--- src/rtl/mul_pkg.sv ---
// mul_pkg: shared state encoding, default width and counter sizing for the shift-add multiplier control unit
package mul_pkg;
    localparam int WIDTH_DEF = 8;
    typedef enum logic [2:0] {
        IDLE  = 3'd0,
        LOAD  = 3'd1,
        TEST  = 3'd2,
        ADD   = 3'd3,
        SHIFT = 3'd4,
        DONE  = 3'd5
    } state_t;
    function automatic int cnt_w(input int w);
        return $clog2(w + 1);
    endfunction
endpackage

--- src/rtl/mul_seq_cu_if.sv ---
// mul_seq_cu_if: requester/datapath <-> control unit bundle
//   master: requester + datapath side (drives start, b_lsb, b_nz)
//   slave : control unit side (drives ld_a, ld_b, clr_p, ld_p, sh_ab, busy, done)
interface mul_seq_cu_if;
    logic start, b_lsb, b_nz;
    logic ld_a, ld_b, clr_p, ld_p, sh_ab, busy, done;
    modport master (output start, b_lsb, b_nz,
                    input  ld_a, ld_b, clr_p, ld_p, sh_ab, busy, done);
    modport slave  (input  start, b_lsb, b_nz,
                    output ld_a, ld_b, clr_p, ld_p, sh_ab, busy, done);
endinterface

--- src/rtl/mul_iter_cnt.sv ---
// mul_iter_cnt: loadable iteration down-counter; ports clk, rst (async high), load (count<=WIDTH), dec (count-1, saturates at 0), last (count==1)
module mul_iter_cnt
    import mul_pkg::*;
#(
    parameter int WIDTH = WIDTH_DEF
) (
    input  logic clk,
    input  logic rst,
    input  logic load,
    input  logic dec,
    output logic last
);
    localparam int CW = cnt_w(WIDTH);
    localparam logic [CW-1:0] INIT = CW'(WIDTH);
    logic [CW-1:0] cnt;
    always_ff @(posedge clk or posedge rst) begin
        if (rst)
            cnt <= '0;
        else if (load)
            cnt <= INIT;
        else if (dec && cnt != '0)
            cnt <= cnt - 1'b1;
    end
    assign last = cnt == CW'(1);
endmodule

--- src/rtl/mul_seq_cu.sv ---
// mul_seq_cu: Moore control unit sequencing load/add/shift for a shift-add multiplier
//   ports: clk, rst (async active-high), bus (mul_seq_cu_if.slave: start/b_lsb/b_nz in,
//   ld_a/ld_b/clr_p/ld_p/sh_ab/busy/done out, all registered)
//   optional: define MUL_EARLY_EXIT_EN to finish as soon as B becomes zero in TEST
module mul_seq_cu
    import mul_pkg::*;
#(
    parameter int WIDTH = WIDTH_DEF
) (
    input logic          clk,
    input logic          rst,
    mul_seq_cu_if.slave  bus
);
    state_t st, nxt;
    logic last;
    mul_iter_cnt #(.WIDTH(WIDTH)) u_cnt (
        .clk  (clk),
        .rst  (rst),
        .load (st == LOAD),
        .dec  (st == SHIFT),
        .last (last)
    );
`ifdef MUL_EARLY_EXIT_EN
    // With B already zero no further adds can occur, so the product is final
    logic test_done;
    assign test_done = !bus.b_nz;
`else
    logic test_done, unused_b_nz;
    assign test_done = 1'b0;
    assign unused_b_nz = bus.b_nz;
`endif
    always_comb begin
        nxt = st;
        unique case (st)
            IDLE:    nxt = bus.start ? LOAD : IDLE;
            LOAD:    nxt = TEST;
            TEST:    nxt = test_done ? DONE : bus.b_lsb ? ADD : SHIFT;
            ADD:     nxt = SHIFT;
            SHIFT:   nxt = last ? DONE : TEST;
            DONE:    nxt = bus.start ? DONE : IDLE;
            default: nxt = IDLE;
        endcase
    end
    // Outputs are decoded from the next state so they line up with the state register
    always_ff @(posedge clk or posedge rst) begin
        if (rst) begin
            st        <= IDLE;
            bus.ld_a  <= 1'b0;
            bus.ld_b  <= 1'b0;
            bus.clr_p <= 1'b0;
            bus.ld_p  <= 1'b0;
            bus.sh_ab <= 1'b0;
            bus.busy  <= 1'b0;
            bus.done  <= 1'b0;
        end else begin
            st        <= nxt;
            bus.ld_a  <= nxt == LOAD;
            bus.ld_b  <= nxt == LOAD;
            bus.clr_p <= nxt == LOAD;
            bus.ld_p  <= nxt == ADD;
            bus.sh_ab <= nxt == SHIFT;
            bus.busy  <= nxt != IDLE;
            bus.done  <= nxt == DONE;
        end
    end
endmodule

--- src/flat_wrapper.sv ---
// flat-port wrapper written by rule: the top's interface ports become plain ports
module mul_seq_cu_flat import mul_pkg::*;
#(
    parameter int WIDTH = WIDTH_DEF
)
  (clk, rst, bus_start, bus_b_lsb, bus_b_nz, bus_ld_a, bus_ld_b, bus_clr_p, bus_ld_p, bus_sh_ab, bus_busy, bus_done);
  mul_seq_cu_if bus_i ();
  input logic clk;
  input logic rst;
  input wire logic [$bits(bus_i.start)-1:0] bus_start;
  input wire logic [$bits(bus_i.b_lsb)-1:0] bus_b_lsb;
  input wire logic [$bits(bus_i.b_nz)-1:0] bus_b_nz;
  output wire logic [$bits(bus_i.ld_a)-1:0] bus_ld_a;
  output wire logic [$bits(bus_i.ld_b)-1:0] bus_ld_b;
  output wire logic [$bits(bus_i.clr_p)-1:0] bus_clr_p;
  output wire logic [$bits(bus_i.ld_p)-1:0] bus_ld_p;
  output wire logic [$bits(bus_i.sh_ab)-1:0] bus_sh_ab;
  output wire logic [$bits(bus_i.busy)-1:0] bus_busy;
  output wire logic [$bits(bus_i.done)-1:0] bus_done;
  assign bus_i.start = bus_start;
  assign bus_i.b_lsb = bus_b_lsb;
  assign bus_i.b_nz = bus_b_nz;
  assign bus_ld_a = bus_i.ld_a;
  assign bus_ld_b = bus_i.ld_b;
  assign bus_clr_p = bus_i.clr_p;
  assign bus_ld_p = bus_i.ld_p;
  assign bus_sh_ab = bus_i.sh_ab;
  assign bus_busy = bus_i.busy;
  assign bus_done = bus_i.done;
  mul_seq_cu #(.WIDTH(WIDTH)) u_core (.clk(clk), .rst(rst), .bus(bus_i));
endmodule
--- config.mk ---
export PLATFORM = sky130hd
export DESIGN_NAME = mul_seq_cu_flat
export DESIGN_NICKNAME = d
export VERILOG_FILES = /design/src/rtl/mul_pkg.sv /design/src/rtl/mul_seq_cu_if.sv /design/src/rtl/mul_iter_cnt.sv /design/src/rtl/mul_seq_cu.sv /design/src/flat_wrapper.sv
export SDC_FILE = /design/constraint.sdc
export NUM_CORES = 1
export LEC_CHECK = 0
export BUFFER_PORTS_ARGS = -buffer_cell sky130_fd_sc_hd__buf_4
export CAP_MARGIN = 20
export CELL_PAD_IN_SITES_DETAIL_PLACEMENT = 2
export CELL_PAD_IN_SITES_GLOBAL_PLACEMENT = 2
export CORE_MARGIN = 3
export CORE_UTILIZATION = 32
export CTS_CLUSTER_DIAMETER = 200
export CTS_CLUSTER_SIZE = 20
export DETAILED_ROUTE_END_ITERATION = 8
export GPL_ROUTABILITY_DRIVEN = 0
export GPL_TIMING_DRIVEN = 0
export PLACE_DENSITY_LB_ADDON = 0.1
export REMOVE_ABC_BUFFERS = 1
export SLEW_MARGIN = 20
export SYNTH_ARGS = -nofsm -noshare
export SYNTH_HDL_FRONTEND = slang
export SYNTH_SLANG_ARGS = --single-unit
--- constraint.sdc ---
create_clock -name clk -period 2.15 [get_ports clk]
set_input_delay 0.1075 -clock clk [delete_from_list [all_inputs] [get_ports clk]]
set_output_delay 0.1075 -clock clk [all_outputs]
set_load 0.005 [all_outputs]
==> out/metrics.cfg, run 1 <==
[timing]
maxSlewViolCount = 0
post_route_skew_ps = 2.57
report.final.setup_viol = 0
pin_slew_with_the_least_headroom_to_its_limit_ps = 600
fin_hold_ws_ps = 130
rsz0062_at_grt = false
post-route-period-util_pct = 74.1
hold_violations = 0
final.min_clock_period_ps = 1590
tns_ps = 0
max_freq_ghz = 0.627
slew-limit-headroom_pct = 59.9

[hold_path]
worstHoldStart = bus_start
min_path_cells = 3
min-delay-path-class = input pin to flop
hold_path_end = u_core.bus.busy$_DFF_PP0_

[outcome]
outcome = finished clean

[floorplan]
core_area_um2 = 1780
die_height_um = 50.0
num_io_pins = 12
design.die.area_um2 = 2500
start_util_pct = 34.8
row_count = 15
die_x_um = 50.0

[power]
power.share.clock_pct = 19.4
p_leak_nw = 0.359
internal-power_uw = 595
power.ir.vdd_worst_v = 0.000503
p_sw_uw = 350
power.share.sequential_pct = 42.8
p_comb_share_pct = 37.7
power_switching_share_pct = 37.0
power.density_nw_per_um2 = 1270

[clock_network]
cts_setup_buffers = 0
max_buffers_root_to_sink = 2
ctsResizeCount = 0
cts_htree_levels = 1
tritoncts = built
clock_latency_reported_for_the_late_side_of_the_worst_skew_pair_ps = 280
cts_root_buf = clkbuf_4
tritoncts_num_sinks = 12
numCtsBuffers = 3
clk_pin_slew_ps = 80

[setup_path]
worstReg2RegEnd = u_core.st[0]$_DFF_PP0_
timing.setup.critical_path_class = flop to flop
worst-endpoint-arrival_ps = 1810
critical_path.max_fanout = 3
r2r_start = u_core.u_cnt.cnt[1]$_DFFE_PP0P_
timing.critical_path.required_ps = 2370
ff2ff_setup_slack_ps = 560
nature_of_the_critical_path_startpoint = flop
r2r.worst_path.cells = 5
endpoint_kind = flop

[synthesis]
postSynth.asyncResetShare_pct = 100
syn_area_per_cell_um2 = 10.3
synth.area.top_cells = dfrtp_1 (48%), ha_1 (6.0%), mux2i_1 (4.8%), nor3b_1 (4.8%), inv_1 (3.6%)
synth.largest_area_cell = dfrtp_1
ys_seq_elements = 12
synthDistinctLibCells = 27
number_of_warnings_issued_by_yosys = 0
mappedNetlistArea_um2 = 621
ys.flop_type = dfrtp_1
post_synthesis_cells = 60
seq_area_frac_synth_pct = 48.4
synthDominantCellAreaShare_pct = 48.4
synth_enable_flop_cells = 0

[routing]
detailedRoute.firstPassIterationCount = 2
via_count = 477
first_iter_violations = 2
route.detailed.wl_per_inst_um = 14.1
route.detailed.vias_per_inst = 4.97
ant_nets = 0
detail_route.drc_violations = 0
wirelength_um = 1360

[grt]
global_route.peak_usage_layer = met2
via_count_of_the_first_global_routing_pass = 519
antenna_violations_before_repair = 0
grtUsageMet1_pct = 18.6
groute.layer.met3.usage_pct = 3.63
grt_start_max_net_pins = 13
track_usage_pct = 14.0
remaining_global_route_overflow = 0
global_route_met2_usage_pct = 20.0
grt_pass1_wl_um = 2530

[layout]
fill_cells = 196
num-nets-final = 80
area_growth_pct = 19.8
antenna_cells = 0
multi_input_comb_area_um2 = 268
sequential_cell_area_um2 = 300
drive_above_1_share_pct = 22.5
finish.cell_count_without_fillers = 96

[job]
cap_viol_max_count = 0

[placement]
port-buffer-count = 10
dp.cells = 91
place_hpwl_um = 1030

## critical path: stages, from the launching register on
cell	delay (ps)
dfrtp_1	390
inv_1	100
ha_1	170
or4b_1	440
a211o_1	360
nand2_1	70
## final cells by class
class                      count  share of cell area (%)
tap                           25                    4.21
clock buffer                   4                    4.88
inverter                       6                    3.03
sequential                    12                    40.4
timing repair buffer          11                    11.4
multi-input combinational     38                    36.0
## cell families (layout without fill, tap and decap cells)
| group | after synthesis | count (layout) | synth area share [%] |
|---|---|---|---|
| muxes | 3 | 3 | 4.84 |
| adders and majority gates | 3 | 3 | 6.05 |
| AOI/OAI and AO/OA | 10 | 10 | 10.3 |
| buffers and inverters | 10 | 21 | 8.47 |
| and+or+nand+nor | 22 | 22 | 22.0 |
| DFF | 12 | 12 | 48.4 |
## synthesized netlist by cell type (2+ instances only)
master / number
dfrtp_1: 12
inv_1: 6
nor3b_1: 4
a21oi_1: 3
ha_1: 3
mux2i_1: 3
nand2_1: 3
nand3_1: 3
buf_4: 2
nor2_1: 2
nor3_1: 2
o21ai_0: 2
## sequential cells by signal, indices dropped and copies added (netlist names)
register	flops
u_core.u_cnt.cnt	4
u_core.st	3
u_core.bus.busy	1
u_core.bus.done	1
u_core.bus.ld_a	1
u_core.bus.ld_p	1
u_core.bus.sh_ab	1
## repair_timing
item,CTS,global route
endpoints found under the setup margin,0,0
hold buffers,1,0
endpoints found under the hold margin,12,0
## power by group through the flow
stage	clock (mW)	combinational [mW]	sequential (mW)
after CTS	0.189	0.366	0.408
after floorplan	0	0.227	0.391
after global placement	0	0.348	0.410
final	0.183	0.356	0.405
after detailed placement	0	0.361	0.411
after global routing	0.202	0.415	0.431
## how the worst max path moves through the flow
stage	startpoint	to	slack, ps	cells past startpoint
6_report	u_core.u_cnt.cnt[1]$_DFFE_PP0P_	u_core.st[0]$_DFF_PP0_	560	5
5_1_grt	u_core.u_cnt.cnt[1]$_DFFE_PP0P_	u_core.st[0]$_DFF_PP0_	440	5
4_1_cts	u_core.u_cnt.cnt[1]$_DFFE_PP0P_	u_core.st[0]$_DFF_PP0_	530	5
3_5_place_dp	u_core.u_cnt.cnt[1]$_DFFE_PP0P_	u_core.st[0]$_DFF_PP0_	550	5
3_3_place_gp	u_core.u_cnt.cnt[1]$_DFFE_PP0P_	u_core.st[2]$_DFF_PP0_	570	5
2_1_floorplan	u_core.u_cnt.cnt[1]$_DFFE_PP0P_	u_core.st[2]$_DFF_PP0_	680	5
## cells in the final DEF, fill, tap and decap left out, types with 2 or more instances in the layout
cell / Yosys / routed
dfrtp_1: 12 / 12
buf_4: 2 / 10
inv_1: 6 / 6
nor3b_1: 4 / 4
nand3_1: 3 / 3
a21oi_1: 3 / 3
mux2i_1: 3 / 3
nand2_1: 3 / 3
ha_1: 3 / 3
clkbuf_4: 0 / 3
o21ai_0: 2 / 2
nor2_1: 2 / 2
nor3_1: 2 / 2
## through the flow
step	instance area, um^2	setup slack (ps)	util, %	power [mW]
floorplan	591	683	-	0.617
global placement	697	570	39.1	0.759
detailed placement	697	553	39.1	0.773
CTS	743	530	41.7	0.964
global route	743	441	41.7	1.05
finish	743	556	41.7	0.944
## routing by layer
layer  vias to the layer above  wire length, um  share of wire, %
li1                        229                -                 -
met4                         0               33               2.4
met2                        10              663                49
met5                         -                0                 0
met1                       233              618                46
met3                         5               41               3.0
Note: power is estimated with default switching activity, not from simulation.
==> run 2, diff against run 1 <==
--- a/config.mk
+++ b/config.mk
@@ -10,7 +10,7 @@
 export CELL_PAD_IN_SITES_DETAIL_PLACEMENT = 2
 export CELL_PAD_IN_SITES_GLOBAL_PLACEMENT = 2
 export CORE_MARGIN = 3
-export CORE_UTILIZATION = 32
+export CORE_UTILIZATION = 29
 export CTS_CLUSTER_DIAMETER = 200
 export CTS_CLUSTER_SIZE = 20
 export DETAILED_ROUTE_END_ITERATION = 8
==> constraint.sdc (replaced) <==
create_clock -name clk -period 1.4 [get_ports clk]
set_input_delay 0.07 -clock clk [delete_from_list [all_inputs] [get_ports clk]]
set_output_delay 0.07 -clock clk [all_outputs]
set_load 0.005 [all_outputs]
==> out/metrics.cfg, run 2 (same netlist as run 1, synthesis figures left out) <==
[outcome]
outcome = complete, but fails checks
failed_checks = negative setup slack

[setup_path]
timing.critical_path.required_ps = 1600
slowest_cell_on_the_critical_path = or4b_4
critical-path-top-delay-family = simple AND/OR/NAND/NOR gates
worst_path_largest_cell_delay_ps = 440
critical_path.max_fanout = 3
endpoint_kind = flop
nature_of_the_critical_path_startpoint = flop
timing.setup.critical_path_class = flop to flop
critical_path_cell_by_cell = inv_2, ha_4, or4b_4, a211o_1, o21ai_2
crit_buf_inv = 1
worst-endpoint-arrival_ps = 1690

[clock_network]
tritoncts = built
cts_root_buf = clkbuf_4
clk_pin_slew_ps = 80
max_buffers_root_to_sink = 2
tritoncts_num_sinks = 12
cts_htree_levels = 1
numCtsBuffers = 3
clock_latency_reported_for_the_late_side_of_the_worst_skew_pair_ps = 280

[timing]
post_route_skew_ps = 8.11
maxSlewViolCount = 0
report.final.setup_viol = 7
final_critical_path_setup_slack_ps = -87.6
rsz0062_at_grt = true
final.min_clock_period_ps = 1490
post-route-period-util_pct = 106
max_freq_ghz = 0.672
fin_hold_ws_ps = 90.1
hold_violations = 0
slew-limit-headroom_pct = 66.2
pin_slew_with_the_least_headroom_to_its_limit_ps = 505

[power]
power.share.clock_pct = 16.6
p_comb_share_pct = 45.6
p_leak_nw = 0.392
totalPowerFinal_mw = 1.65
power.density_nw_per_um2 = 1960
p_sw_uw = 622
internal-power_mw = 1.03
power.share.sequential_pct = 37.8
power.ir.vdd_worst_v = 0.000704
power_switching_share_pct = 37.6

[job]
cap_viol_max_count = 0

[layout]
antenna_cells = 0
num-nets-final = 85
largest_register = u_core.u_cnt.cnt
drive_above_1_share_pct = 46.1
largest_registers = u_core.u_cnt.cnt: 4 flops, u_core.st: 3 flops
area_growth_pct = 36.3
finish.cell_count_without_fillers = 103
most-common-layout-cells = buf_4 (15), dfrtp_1 (9), inv_1 (4)
largest_reg_flops = 4
final_common_cell = buf_4
postLayoutCoreUtil_pct = 42.3

[placement]
dp.cells = 93
place_hpwl_um = 1060
port-buffer-count = 10

[routing]
route.detailed.wl_per_inst_um = 15.4
first_iter_violations = 4
wirelength_um = 1580
detail_route.drc_violations = 0
wl_met2_um = 740
via_count = 499
route.detailed.vias_per_inst = 4.84
routed.top_layer = met4
met3_wirelength_um = 83
ant_nets = 0
wl_met1_um = 750
detailedRoute.firstPassIterationCount = 2

[grt]
via_count_of_the_first_global_routing_pass = 548
track_usage_pct = 14.3
grt_pass1_wl_um = 2730
antenna_violations_before_repair = 0
remaining_global_route_overflow = 0
grt_start_max_net_pins = 13

[floorplan]
design.die.area_um2 = 2730
die_x_um = 52.3
num_io_pins = 12
die_height_um = 52.3
start_util_pct = 31.0
core_area_um2 = 2000
row_count = 16

[hold_path]
min-delay-path-class = input pin to flop

run 2: cell types whose count changed in the layout (fill, tap and decap cells not counted), moves of 3 or more:
cell and delta:
nand3_2 +3, dfrtp_2 +3, nand3_1 -3, buf_4 +5, dfrtp_1 -3
run 2: worst paths after layout:
path	from	to	slack, ps	depth (start not counted)
min in group asynchronous	rst	u_core.u_cnt.cnt[2]$_DFFE_PP0P_	360	3
max in group asynchronous	rst	u_core.st[1]$_DFF_PP0_	690	3
worst min register to register	u_core.st[1]$_DFF_PP0_	u_core.bus.ld_a$_DFF_PP0_	590	2
worst max-delay path	u_core.u_cnt.cnt[1]$_DFFE_PP0P_	u_core.st[2]$_DFF_PP0_	-90	5
worst max register to register	u_core.u_cnt.cnt[1]$_DFFE_PP0P_	u_core.st[2]$_DFF_PP0_	-90	5
worst min-delay path	bus_start	u_core.bus.busy$_DFF_PP0_	90	3
run 2: worst min-delay path: cells and delay by family:
family / cells / cell delay, ps
compound gates: 1 / 60
buf+inv: 2 / 200
run 2: routing by layer:
metal  vias up  GRT usage (%)
met5         -              0
met4         0           5.11
met3         2           5.41
met2        10           22.2
met1       248           18.0
li1        239              -
run 2: power by group through the flow:
stage	Sequential (mW)	Clock, mW	Combinational (mW)
after floorplan	0.600	0	0.348
after global placement	0.631	0	0.535
after detailed placement	0.644	0	0.556
after CTS	0.616	0.289	0.711
after global routing	0.647	0.310	0.854
final	0.626	0.275	0.754
run 2: layout make-up:
type / count / area, um^2
fillers: 227 / 1160
well taps: 27 / 33.8
multi-input cells: 38 / 327
clock buffers: 4 / 36.3
flip-flops and latches: 12 / 304
repair buffers: 16 / 123
inverters: 6 / 22.5
run 2: repair_timing:
| action | CTS | global route |
|---|---|---|
| gates resized for setup | 12 | 5 |
| buffers inserted | 4 | 1 |
| hold endpoints to repair | 12 | 0 |
| hold buffers | 1 | 0 |
| pin swaps | 2 | 0 |
| endpoints found under the setup margin | 7 | 7 |
run 2: stage by stage:
step	setup TNS (ps)	cell area, um^2	worst slack [ps]
after global placement	-966	699	-186
after detailed placement	-1120	699	-201
after floorplan	-241	591	-66.7
final	-425	846	-87.6
after CTS	-444	817	-87.8
after global routing	-928	846	-171
==> run 3, diff against run 2 <==
--- a/config.mk
+++ b/config.mk
@@ -7,16 +7,14 @@
 export LEC_CHECK = 0
 export BUFFER_PORTS_ARGS = -buffer_cell sky130_fd_sc_hd__buf_4
 export CAP_MARGIN = 20
-export CELL_PAD_IN_SITES_DETAIL_PLACEMENT = 2
-export CELL_PAD_IN_SITES_GLOBAL_PLACEMENT = 2
 export CORE_MARGIN = 3
-export CORE_UTILIZATION = 29
+export CORE_UTILIZATION = 46
 export CTS_CLUSTER_DIAMETER = 200
 export CTS_CLUSTER_SIZE = 20
 export DETAILED_ROUTE_END_ITERATION = 8
 export GPL_ROUTABILITY_DRIVEN = 0
 export GPL_TIMING_DRIVEN = 0
-export PLACE_DENSITY_LB_ADDON = 0.1
+export PLACE_DENSITY = 0.71
 export REMOVE_ABC_BUFFERS = 1
 export SLEW_MARGIN = 20
 export SYNTH_ARGS = -nofsm -noshare
==> out/metrics.cfg, run 3 (same netlist as run 1, synthesis figures left out) <==
[outcome]
outcome = complete, but fails checks
failed_checks = negative setup slack

[routing]
detail_route.drc_violations = 0
wl_met1_um = 523
wirelength_um = 1230
met3_wirelength_um = 66
first_iter_violations = 15
via_count = 503
ant_nets = 0
wl_met2_um = 627
route.detailed.wl_per_inst_um = 13.3
routed.top_layer = met4
detailedRoute.firstPassIterationCount = 4
route.detailed.vias_per_inst = 5.47

[timing]
post_route_skew_ps = 7.08
pin_slew_with_the_least_headroom_to_its_limit_ps = 517
final.min_clock_period_ps = 1510
post-route-period-util_pct = 108
rsz0062_at_grt = true
final_critical_path_setup_slack_ps = -112
maxSlewViolCount = 0
hold_violations = 0
fin_hold_ws_ps = 82.3
tns_ps = -499
report.final.setup_viol = 7
slew-limit-headroom_pct = 65.4
max_freq_ghz = 0.661

[floorplan]
design.die.area_um2 = 1830
die_height_um = 42.7
core_area_um2 = 1190
row_count = 12
start_util_pct = 52.3
num_io_pins = 12
die_x_um = 42.7

[setup_path]
slowest_cell_on_the_critical_path = or4b_1
critical_path.max_fanout = 3
worstReg2RegEnd = u_core.st[2]$_DFF_PP0_
worst_path_largest_cell_delay_ps = 440
critical-path-top-delay-family = simple AND/OR/NAND/NOR gates
critical_path_cell_by_cell = inv_2, ha_4, or4b_1, a211o_1, o21ai_2
ff2ff_setup_slack_ps = -110
timing.critical_path.from = u_core.u_cnt.cnt[1]$_DFFE_PP0P_
timing.setup.critical_path_class = flop to flop
timing.critical_path.required_ps = 1590
nature_of_the_critical_path_startpoint = flop
endpoint_kind = flop
crit_buf_inv = 1
r2r.worst_path.cells = 5
worst-endpoint-arrival_ps = 1710
r2r_start = u_core.u_cnt.cnt[1]$_DFFE_PP0P_

[layout]
largest_reg_flops = 4
antenna_cells = 0
largest_registers = u_core.u_cnt.cnt: 4 flops, u_core.st: 3 flops
finish.cell_count_without_fillers = 92
area_growth_pct = 33.1
multi_input_comb_area_um2 = 308
most-common-layout-cells = buf_4 (17), dfrtp_1 (9), nor3b_1 (4), inv_1 (4)
final_common_cell = buf_4
drive_above_1_share_pct = 42.3
sequential_cell_area_um2 = 304
fill_cells = 88
postLayoutCoreUtil_pct = 69.6
largest_register = u_core.u_cnt.cnt
num-nets-final = 87

[placement]
place_hpwl_um = 799
dp.cells = 80
port-buffer-count = 10

[clock_network]
cts_root_buf = clkbuf_4
clock_latency_reported_for_the_late_side_of_the_worst_skew_pair_ps = 270
numCtsBuffers = 3
clk_pin_slew_ps = 70
max_buffers_root_to_sink = 2
cts_htree_levels = 1
tritoncts = built
tritoncts_num_sinks = 12

[hold_path]
hold_path_end = u_core.bus.busy$_DFF_PP0_
min-delay-path-class = input pin to flop
min_path_cells = 3
worstHoldStart = bus_start

[grt]
grt_pass1_wl_um = 2170
remaining_global_route_overflow = 0
grt_start_max_net_pins = 13
via_count_of_the_first_global_routing_pass = 512
antenna_violations_before_repair = 0
track_usage_pct = 16.1

[power]
power.density_nw_per_um2 = 1950
power.ir.vdd_worst_v = 0.00133
p_leak_nw = 0.395
totalPowerFinal_mw = 1.61

[job]
cap_viol_max_count = 0

## run 3: cell types whose count changed in the layout (fill, tap and decap cells not counted), sizes merged
cell	change
buf	+2
## run 3: worst reg2reg max path: stages (launching register included)
cell and delay (ps):
dfrtp_1 390, inv_2 90, ha_4 130, or4b_1 440, a211o_1 330, o21ai_2 70
## run 3: how the worst max path moves through the flow
stage	slack (ps)	depth (start not counted)	to
2_1_floorplan	-70	5	u_core.st[2]$_DFF_PP0_
3_3_place_gp	-150	5	u_core.st[2]$_DFF_PP0_
3_5_place_dp	-170	5	u_core.st[2]$_DFF_PP0_
4_1_cts	-90	5	u_core.st[2]$_DFF_PP0_
5_1_grt	-170	4	u_core.u_cnt.cnt[2]$_DFFE_PP0P_
6_report	-110	5	u_core.st[2]$_DFF_PP0_
## run 3: final cells by class
class	count	share of cell area (%)
Clock buffer	4	4.39
Inverter	6	2.73
Multi-Input combinational cell	38	37.3
Sequential cell	12	36.8
Tap cell	14	2.12
Timing Repair Buffer	18	16.7
## run 3: repair_timing
action	in CTS	in global routing
hold buffers	1	0
endpoints found under the setup margin	7	7
pin swaps	2	0
resized for setup	13	0
setup buffers	6	1
endpoints found under the hold margin	12	0
## run 3: through the flow
stage	setup slack [ps]	cell area, um^2
floorplan	-66.7	591
global placement	-153	683
detailed placement	-172	683
CTS	-86.5	818
global route	-167	826
finish	-112	826
## run 3: power by group
| group | leakage [nW] | internal (mW) | switching [mW] | total, mW |
|---|---|---|---|---|
| Sequential | 0.148 | 0.477 | 0.124 | 0.600 |
| Combinational | 0.225 | 0.405 | 0.342 | 0.747 |
| Clock | 0.0210 | 0.158 | 0.104 | 0.262 |
| Total | 0.395 | 1.04 | 0.570 | 1.61 |
## run 3: routing by layer
metal,vias to the layer above,global-route usage (%)
met4,0,3.73
li1,243,-
met5,-,0
met3,2,7.63
met2,15,27.8
met1,243,17.6
